$ cat config.mk
export PLATFORM = sky130hd
export DESIGN_NAME = pc_sequencer
export DESIGN_NICKNAME = d
export VERILOG_FILES = /design/src/rtl/pc_sequencer.sv
export SDC_FILE = /design/constraint.sdc
export NUM_CORES = 1
export LEC_CHECK = 0
export CORE_MARGIN = 2
export CORE_UTILIZATION = 30
export DETAILED_ROUTE_END_ITERATION = 7
export PLACE_DENSITY = 0.62
export SETUP_SLACK_MARGIN = 0.15
export SLEW_MARGIN = 10
export SYNTH_ARGS = -nofsm -noshare
export SYNTH_HDL_FRONTEND = slang
export SYNTH_SLANG_ARGS = --single-unit
$ cat constraint.sdc
create_clock -name clk -period 10.5 [get_ports clk]
set_clock_uncertainty 0.15 [all_clocks]
set_input_delay 2.1 -clock clk [delete_from_list [all_inputs] [get_ports clk]]
set_output_delay 2.1 -clock clk [all_outputs]
set_load 0.01 [all_outputs]
$ cat src/rtl/pc_sequencer.sv
// rtl/pc_sequencer.sv - multi-cycle RV32I instruction sequencer with PC and control-flow resolution
//
// Owns the program counter and steps each instruction through
// FETCH -> DECODE -> EXECUTE -> WRITE_BACK, resolving branches, jal and jalr.
// A control-flow target that is not word aligned parks the sequencer in TRAP
// (when ALIGN_CHECK=1) until reset.
//
// Ports:
//   clk, reset            clock; asynchronous active-low reset
//   run                   permission to start a new fetch
//   imem_req/imem_addr    fetch request and address (= pc)
//   imem_valid/imem_rdata fetched instruction handshake
//   instr                 latched current instruction
//   rs1_addr/rs2_addr     register-file read addresses
//   rs1_value/rs2_value   register-file read data, captured in DECODE
//   dmem_busy             holds EXECUTE while data memory is busy
//   rd_we/rd_addr/rd_wdata link write-back for jal/jalr
//   pc, state             current PC and FSM state
//   retire/retire_count   completion pulse and wrapping count
//   trap/trap_pc          sticky misaligned-target flag and offending target
module pc_sequencer #(
  parameter int              XLEN        = 32,
  parameter logic [XLEN-1:0] RESET_PC    = XLEN'(32'h1000),
  parameter int              EXEC_CYCLES = 2,
  parameter bit              ALIGN_CHECK = 1'b1,
  parameter int              CNT_W       = 32
) (
  input  logic             clk,
  input  logic             reset,
  input  logic             run,
  output logic             imem_req,
  output logic [XLEN-1:0]  imem_addr,
  input  logic             imem_valid,
  input  logic [31:0]      imem_rdata,
  output logic [31:0]      instr,
  output logic [4:0]       rs1_addr,
  output logic [4:0]       rs2_addr,
  input  logic [XLEN-1:0]  rs1_value,
  input  logic [XLEN-1:0]  rs2_value,
  input  logic             dmem_busy,
  output logic             rd_we,
  output logic [4:0]       rd_addr,
  output logic [XLEN-1:0]  rd_wdata,
  output logic [XLEN-1:0]  pc,
  output logic [2:0]       state,
  output logic             retire,
  output logic [CNT_W-1:0] retire_count,
  output logic             trap,
  output logic [XLEN-1:0]  trap_pc
);

  typedef enum logic [2:0] {
    S_FETCH = 3'd0, S_DECODE = 3'd1, S_EXECUTE = 3'd2, S_WRITE_BACK = 3'd3, S_TRAP = 3'd4
  } state_t;

  localparam logic [6:0] OP_BRANCH = 7'b1100011;
  localparam logic [6:0] OP_JAL    = 7'b1101111;
  localparam logic [6:0] OP_JALR   = 7'b1100111;

  // The EXECUTE counter only needs to reach EXEC_CYCLES-1, where it saturates.
  localparam int            CW       = (EXEC_CYCLES < 2) ? 1 : $clog2(EXEC_CYCLES);
  localparam logic [CW-1:0] CNT_LAST = CW'(EXEC_CYCLES - 1);

  state_t            state_q, state_d;
  logic [XLEN-1:0]   pc_q, pc_d;
  logic [31:0]       instr_q, instr_d;
  logic [XLEN-1:0]   op1_q, op1_d, op2_q, op2_d;
  logic [CW-1:0]     cnt_q, cnt_d;
  logic [CNT_W-1:0]  rcnt_q, rcnt_d;
  logic              trap_q, trap_d;
  logic [XLEN-1:0]   trap_pc_q, trap_pc_d;

  logic [6:0]        opcode;
  logic [2:0]        funct3;
  logic [XLEN-1:0]   imm_i, imm_b, imm_j, jalr_sum, next_pc;
  logic              taken, is_link, misaligned, exec_done;

  assign opcode = instr_q[6:0];
  assign funct3 = instr_q[14:12];
  assign imm_i  = XLEN'($signed(instr_q[31:20]));
  assign imm_b  = XLEN'($signed({instr_q[31], instr_q[7], instr_q[30:25], instr_q[11:8], 1'b0}));
  assign imm_j  = XLEN'($signed({instr_q[31], instr_q[19:12], instr_q[20], instr_q[30:21], 1'b0}));

  // Operands are frozen from DECODE, so next_pc stays stable through WRITE_BACK.
  always_comb begin
    taken = 1'b0;
    case (funct3)
      3'b000:  taken = (op1_q == op2_q);
      3'b001:  taken = (op1_q != op2_q);
      3'b100:  taken = ($signed(op1_q) < $signed(op2_q));
      3'b101:  taken = !($signed(op1_q) < $signed(op2_q));
      3'b110:  taken = (op1_q < op2_q);
      3'b111:  taken = !(op1_q < op2_q);
      default: taken = 1'b0;
    endcase
  end

  assign jalr_sum = op1_q + imm_i;

  always_comb begin
    next_pc = pc_q + XLEN'(4);
    case (opcode)
      OP_BRANCH: if (taken) next_pc = pc_q + imm_b;
      OP_JAL:    next_pc = pc_q + imm_j;
      OP_JALR:   next_pc = {jalr_sum[XLEN-1:1], 1'b0};
      default:   next_pc = pc_q + XLEN'(4);
    endcase
  end

  assign is_link    = (opcode == OP_JAL) || (opcode == OP_JALR);
  assign misaligned = ALIGN_CHECK && (next_pc[1:0] != 2'b00);
  assign exec_done  = (cnt_q >= CNT_LAST) && !dmem_busy;

  // State register
  always_ff @(posedge clk or negedge reset) begin
    if (!reset) state_q <= S_FETCH;
    else        state_q <= state_d;
  end

  // Next-state logic
  always_comb begin
    state_d = state_q;
    case (state_q)
      S_FETCH:      if (run && imem_valid) state_d = S_DECODE;
      S_DECODE:     state_d = S_EXECUTE;
      S_EXECUTE:    if (exec_done) state_d = S_WRITE_BACK;
      S_WRITE_BACK: state_d = misaligned ? S_TRAP : S_FETCH;
      S_TRAP:       state_d = S_TRAP;
      default:      state_d = S_FETCH;
    endcase
  end

  // Output logic; imem_req is gated by reset so it is low throughout reset.
  always_comb begin
    imem_req = reset && run && (state_q == S_FETCH);
    retire   = (state_q == S_WRITE_BACK) && !misaligned;
    rd_we    = retire && is_link && (instr_q[11:7] != 5'd0);
  end

  // Datapath registers
  always_comb begin
    pc_d      = pc_q;
    instr_d   = instr_q;
    op1_d     = op1_q;
    op2_d     = op2_q;
    cnt_d     = cnt_q;
    rcnt_d    = rcnt_q;
    trap_d    = trap_q;
    trap_pc_d = trap_pc_q;
    case (state_q)
      S_FETCH:  if (run && imem_valid) instr_d = imem_rdata;
      S_DECODE: begin
        op1_d = rs1_value;
        op2_d = rs2_value;
        cnt_d = '0;
      end
      S_EXECUTE: if (cnt_q < CNT_LAST) cnt_d = cnt_q + CW'(1);
      S_WRITE_BACK: begin
        if (misaligned) begin
          trap_d    = 1'b1;
          trap_pc_d = next_pc;
        end else begin
          pc_d   = next_pc;
          rcnt_d = rcnt_q + CNT_W'(1);
        end
      end
      default: ;
    endcase
  end

  always_ff @(posedge clk or negedge reset) begin
    if (!reset) begin
      pc_q      <= RESET_PC;
      instr_q   <= '0;
      op1_q     <= '0;
      op2_q     <= '0;
      cnt_q     <= '0;
      rcnt_q    <= '0;
      trap_q    <= 1'b0;
      trap_pc_q <= '0;
    end else begin
      pc_q      <= pc_d;
      instr_q   <= instr_d;
      op1_q     <= op1_d;
      op2_q     <= op2_d;
      cnt_q     <= cnt_d;
      rcnt_q    <= rcnt_d;
      trap_q    <= trap_d;
      trap_pc_q <= trap_pc_d;
    end
  end

  assign imem_addr    = pc_q;
  assign instr        = instr_q;
  assign rs1_addr     = instr_q[19:15];
  assign rs2_addr     = instr_q[24:20];
  assign rd_addr      = instr_q[11:7];
  assign rd_wdata     = pc_q + XLEN'(4);
  assign pc           = pc_q;
  assign state        = state_q;
  assign retire_count = rcnt_q;
  assign trap         = trap_q;
  assign trap_pc      = trap_pc_q;

endmodule

==> impl_metrics.json <==
{
  "outcome": "finished clean",
  "worst-slew-pin-transition_ps": 1050,
  "crit_type": "register to output port",
  "design.final.nets": 2047,
  "endpoint": "rd_we",
  "post-route-drc-count": 0,
  "post_layout_nonfiller_instances": 2510,
  "synth.area.top_cells": "dfrtp_1, ha_1, mux2_2",
  "fin_worst_hold_slack_ps": 325,
  "timing_hold_violations_final": 0,
  "antenna_violating_nets_post_route": 0,
  "required_ps": 8250,
  "synth-seq-area-share_pct": 33.4,
  "finalSetupViolCount": 0,
  "post_cts_resize_count": 0,
  "detail_route.vias_per_cell": 5.25,
  "grt_use_total_pct": 20.1,
  "average_instance_area_after_synthesis_sq_um": 9.18,
  "grt_setup_unrepaired": "false",
  "max-clock-path-buffers": 2,
  "placed_wire_length_estimate_mm": 40.1,
  "most_repeated_cell_in_the_gate_level_netlist_after_synthesis": "dfrtp_1",
  "dieHeight_um": 226,
  "drv_cap": 0,
  "total_iterations_of_the_first_detailed_routing_run": 5,
  "timing.critical_path.cells": "ha_1 > nand4_1 > nor4_4 > nand3_1 > mux2i_2 > o21ai_1 > and4bb_2 > o211ai_4 > buf_4 > nor2_1 > clkdlybuf4s50_1",
  "synth.yosys.warnings": 0,
  "path_max_fanout": 41,
  "dpl_cell_area_sq_um": 18200,
  "layout.core_utilization_pct": 38.5,
  "layout.filler_cells": 4908,
  "peakVddDrop_mv": 0.150,
  "period_share_pct": 61.0,
  "cts.root.buffer_cell": "clkbuf_16",
  "worst_r2r_path_depth": 10,
  "setup_slack_ps": 4090,
  "drive_above_1_share_pct": 9.97,
  "worstPathArrival_ps": 4160,
  "num_antenna_cells": 0,
  "cellLeakagePower_nw": 8.05,
  "rr_endpoint": "imem_addr[24]",
  "finalPower_mw": 5.74,
  "finalWirelength_mm": 51.4,
  "min-delay-path-class": "register to register",
  "grt_pass1_vias": 12814,
  "via_count": 13186,
  "final_period_minus_worst_setup_slack_ps": 6410,
  "boundaryPins": 315,
  "report.final.slew_viol_count": 0,
  "setup.worst_path.end_class": "output port",
  "maximum_number_of_pins_on_one_net_before_global_route_repair": 97,
  "post_cts_buffers": 0,
  "synthDominantAreaCellType": "dfrtp_1",
  "critical-path-slowest-cell": "clkdlybuf4s50_1",
  "grt.overflow.total": 0,
  "tritoncts": "built",
  "core_area_sq_um": 48700,
  "area_growth_syn_to_layout_pct": 26.9,
  "insertion_delay_ps": 500,
  "powerDensity_nw_per_um2": 306,
  "grt_antenna_before_repair": 0,
  "reg2reg_from": "imem_addr[2]",
  "dpl.cell_count": 2481,
  "worstSetupStartpointType": "register",
  "buffer_ports.inserted": 314,
  "synth_seq_cells": 197,
  "drt-wirelength-per-cell_um": 20.5,
  "totalNegativeSetupSlack_ps": 0,
  "synth_cell_types": 91,
  "cts.clk_slew.worst_paths_ps": 70,
  "floorplan.die.width_um": 226,
  "mappedNetlistNets": 1821,
  "cts.htree.levels": 4,
  "synth.top_cell.area_share_pct": 33.2,
  "critical_path.startpoint": "op1_q[23]",
  "fmax_ghz": 0.156,
  "syn-cell-area_sq_um": 14800,
  "async_reset_ff_share_pct": 100,
  "numCtsBuffers": 17,
  "drt_iter0_drc": 875,
  "gp_routability_congestion": 0.902,
  "critPathMaxStageDelay_ps": 560,
  "post_synth_inst_count": 1610,
  "row_count": 81,
  "initial_utilization_pct": 30.3,
  "global_route_wire_length_before_repair_mm": 77.3,
  "design.die.area_sq_um": 51100,
  "fin_area_sq_um": 18800,
  "clock-sinks": 197,
  "synth.top_cells.by_count": "dfrtp_1, nand2_1, ha_1, o21ai_0",
  "cts_hold_repair.buffers": 0,
  "dp_worst_setup_slack_ps": 4560,
  "synth_edf_count": 0,
  "maxSlewHeadroom_pct": 29.6,
  "dominantRegCellSynth": "dfrtp_1",
  "r2r_setup_slk_ps": 6270
}
==> cell type report <==
class	instances	area [sq um]	area share (%)
inverter	73	274	1.46
clock buffer	23	498	2.65
tap	664	831	4.43
sequential	197	4930	26.3
timing repair buffer	325	3230	17.2
multi-input combinational	1222	8930	47.6
clock inverter	6	67.6	0.360
==> worst min-delay path by stage <==
stage / startpoint / end / cells after the start
2_1_floorplan: op2_q[0] / op2_q[0] / 1
3_3_place_gp: retire_count[31] / retire_count[31] / 1
5_1_grt: trap / trap / 1
6_report: retire_count[31] / retire_count[31] / 1
3_5_place_dp: retire_count[31] / retire_count[31] / 1
4_1_cts: retire_count[31] / retire_count[31] / 1
==> kinds of logic (layout without fill, tap and decap cells) <==
family          count (synthesis)  in the layout  share of synthesized area (%)
buf+inv                       191            427                           6.35
fa+ha+maj                     110            110                           9.46
compound gates                406            406                           17.9
flops                         197            197                           33.4
simple gates                  446            446                           15.1
xor+xnor                      128            128                           7.58
mux                           132            132                           10.3
==> layer usage <==
layer	routed length [um]	track usage, %	vias to the layer above
met5	0	0	-
met4	910	5.85	0
li1	-	-	6245
met1	23700	27.5	6491
met2	23600	31.6	405
met3	3180	4.44	45
==> flip-flops by register name (all words and copies together) (netlist names) <==
name	count
state	3
op1_q	32
retire_count	32
imem_addr	32
instr	32
trap_pc	32
trap	1
op2_q	32
cnt_q	1
==> layout by cell type (no fill, tap or decap), types with 16 or more instances in the layout <==
cell type / Yosys / layout
clkbuf_16: 0 / 17
mux2_2: 103 / 103
ha_1: 107 / 107
o211ai_1: 19 / 19
nor3_1: 39 / 38
nand3_1: 55 / 55
a21o_1: 27 / 27
nor2_1: 77 / 77
xnor2_1: 62 / 62
nand4_1: 24 / 24
inv_1: 72 / 72
clkdlybuf4s50_1: 0 / 313
o21ai_0: 107 / 107
and3_1: 17 / 17
a211oi_1: 16 / 16
a21oi_1: 103 / 103
dfrtp_1: 196 / 195
xor2_1: 66 / 66
nand2_1: 149 / 148
==> critical path: cells and delay by family, from the launching register on <==
kind | cells | cell delay, ps
simple gates | 5 | 1280
mux | 1 | 250
fa+ha+maj | 1 | 340
buf+inv | 2 | 1030
compound gates | 2 | 360
flops | 1 | 420
==> power by group <==
group	total, mW	internal (mW)	switching (mW)
Sequential	1.36	0.997	0.363
Clock	0.662	0.355	0.307
Combinational	3.72	1.63	2.09
No activity file was read; power rests on OpenSTA's default activity.
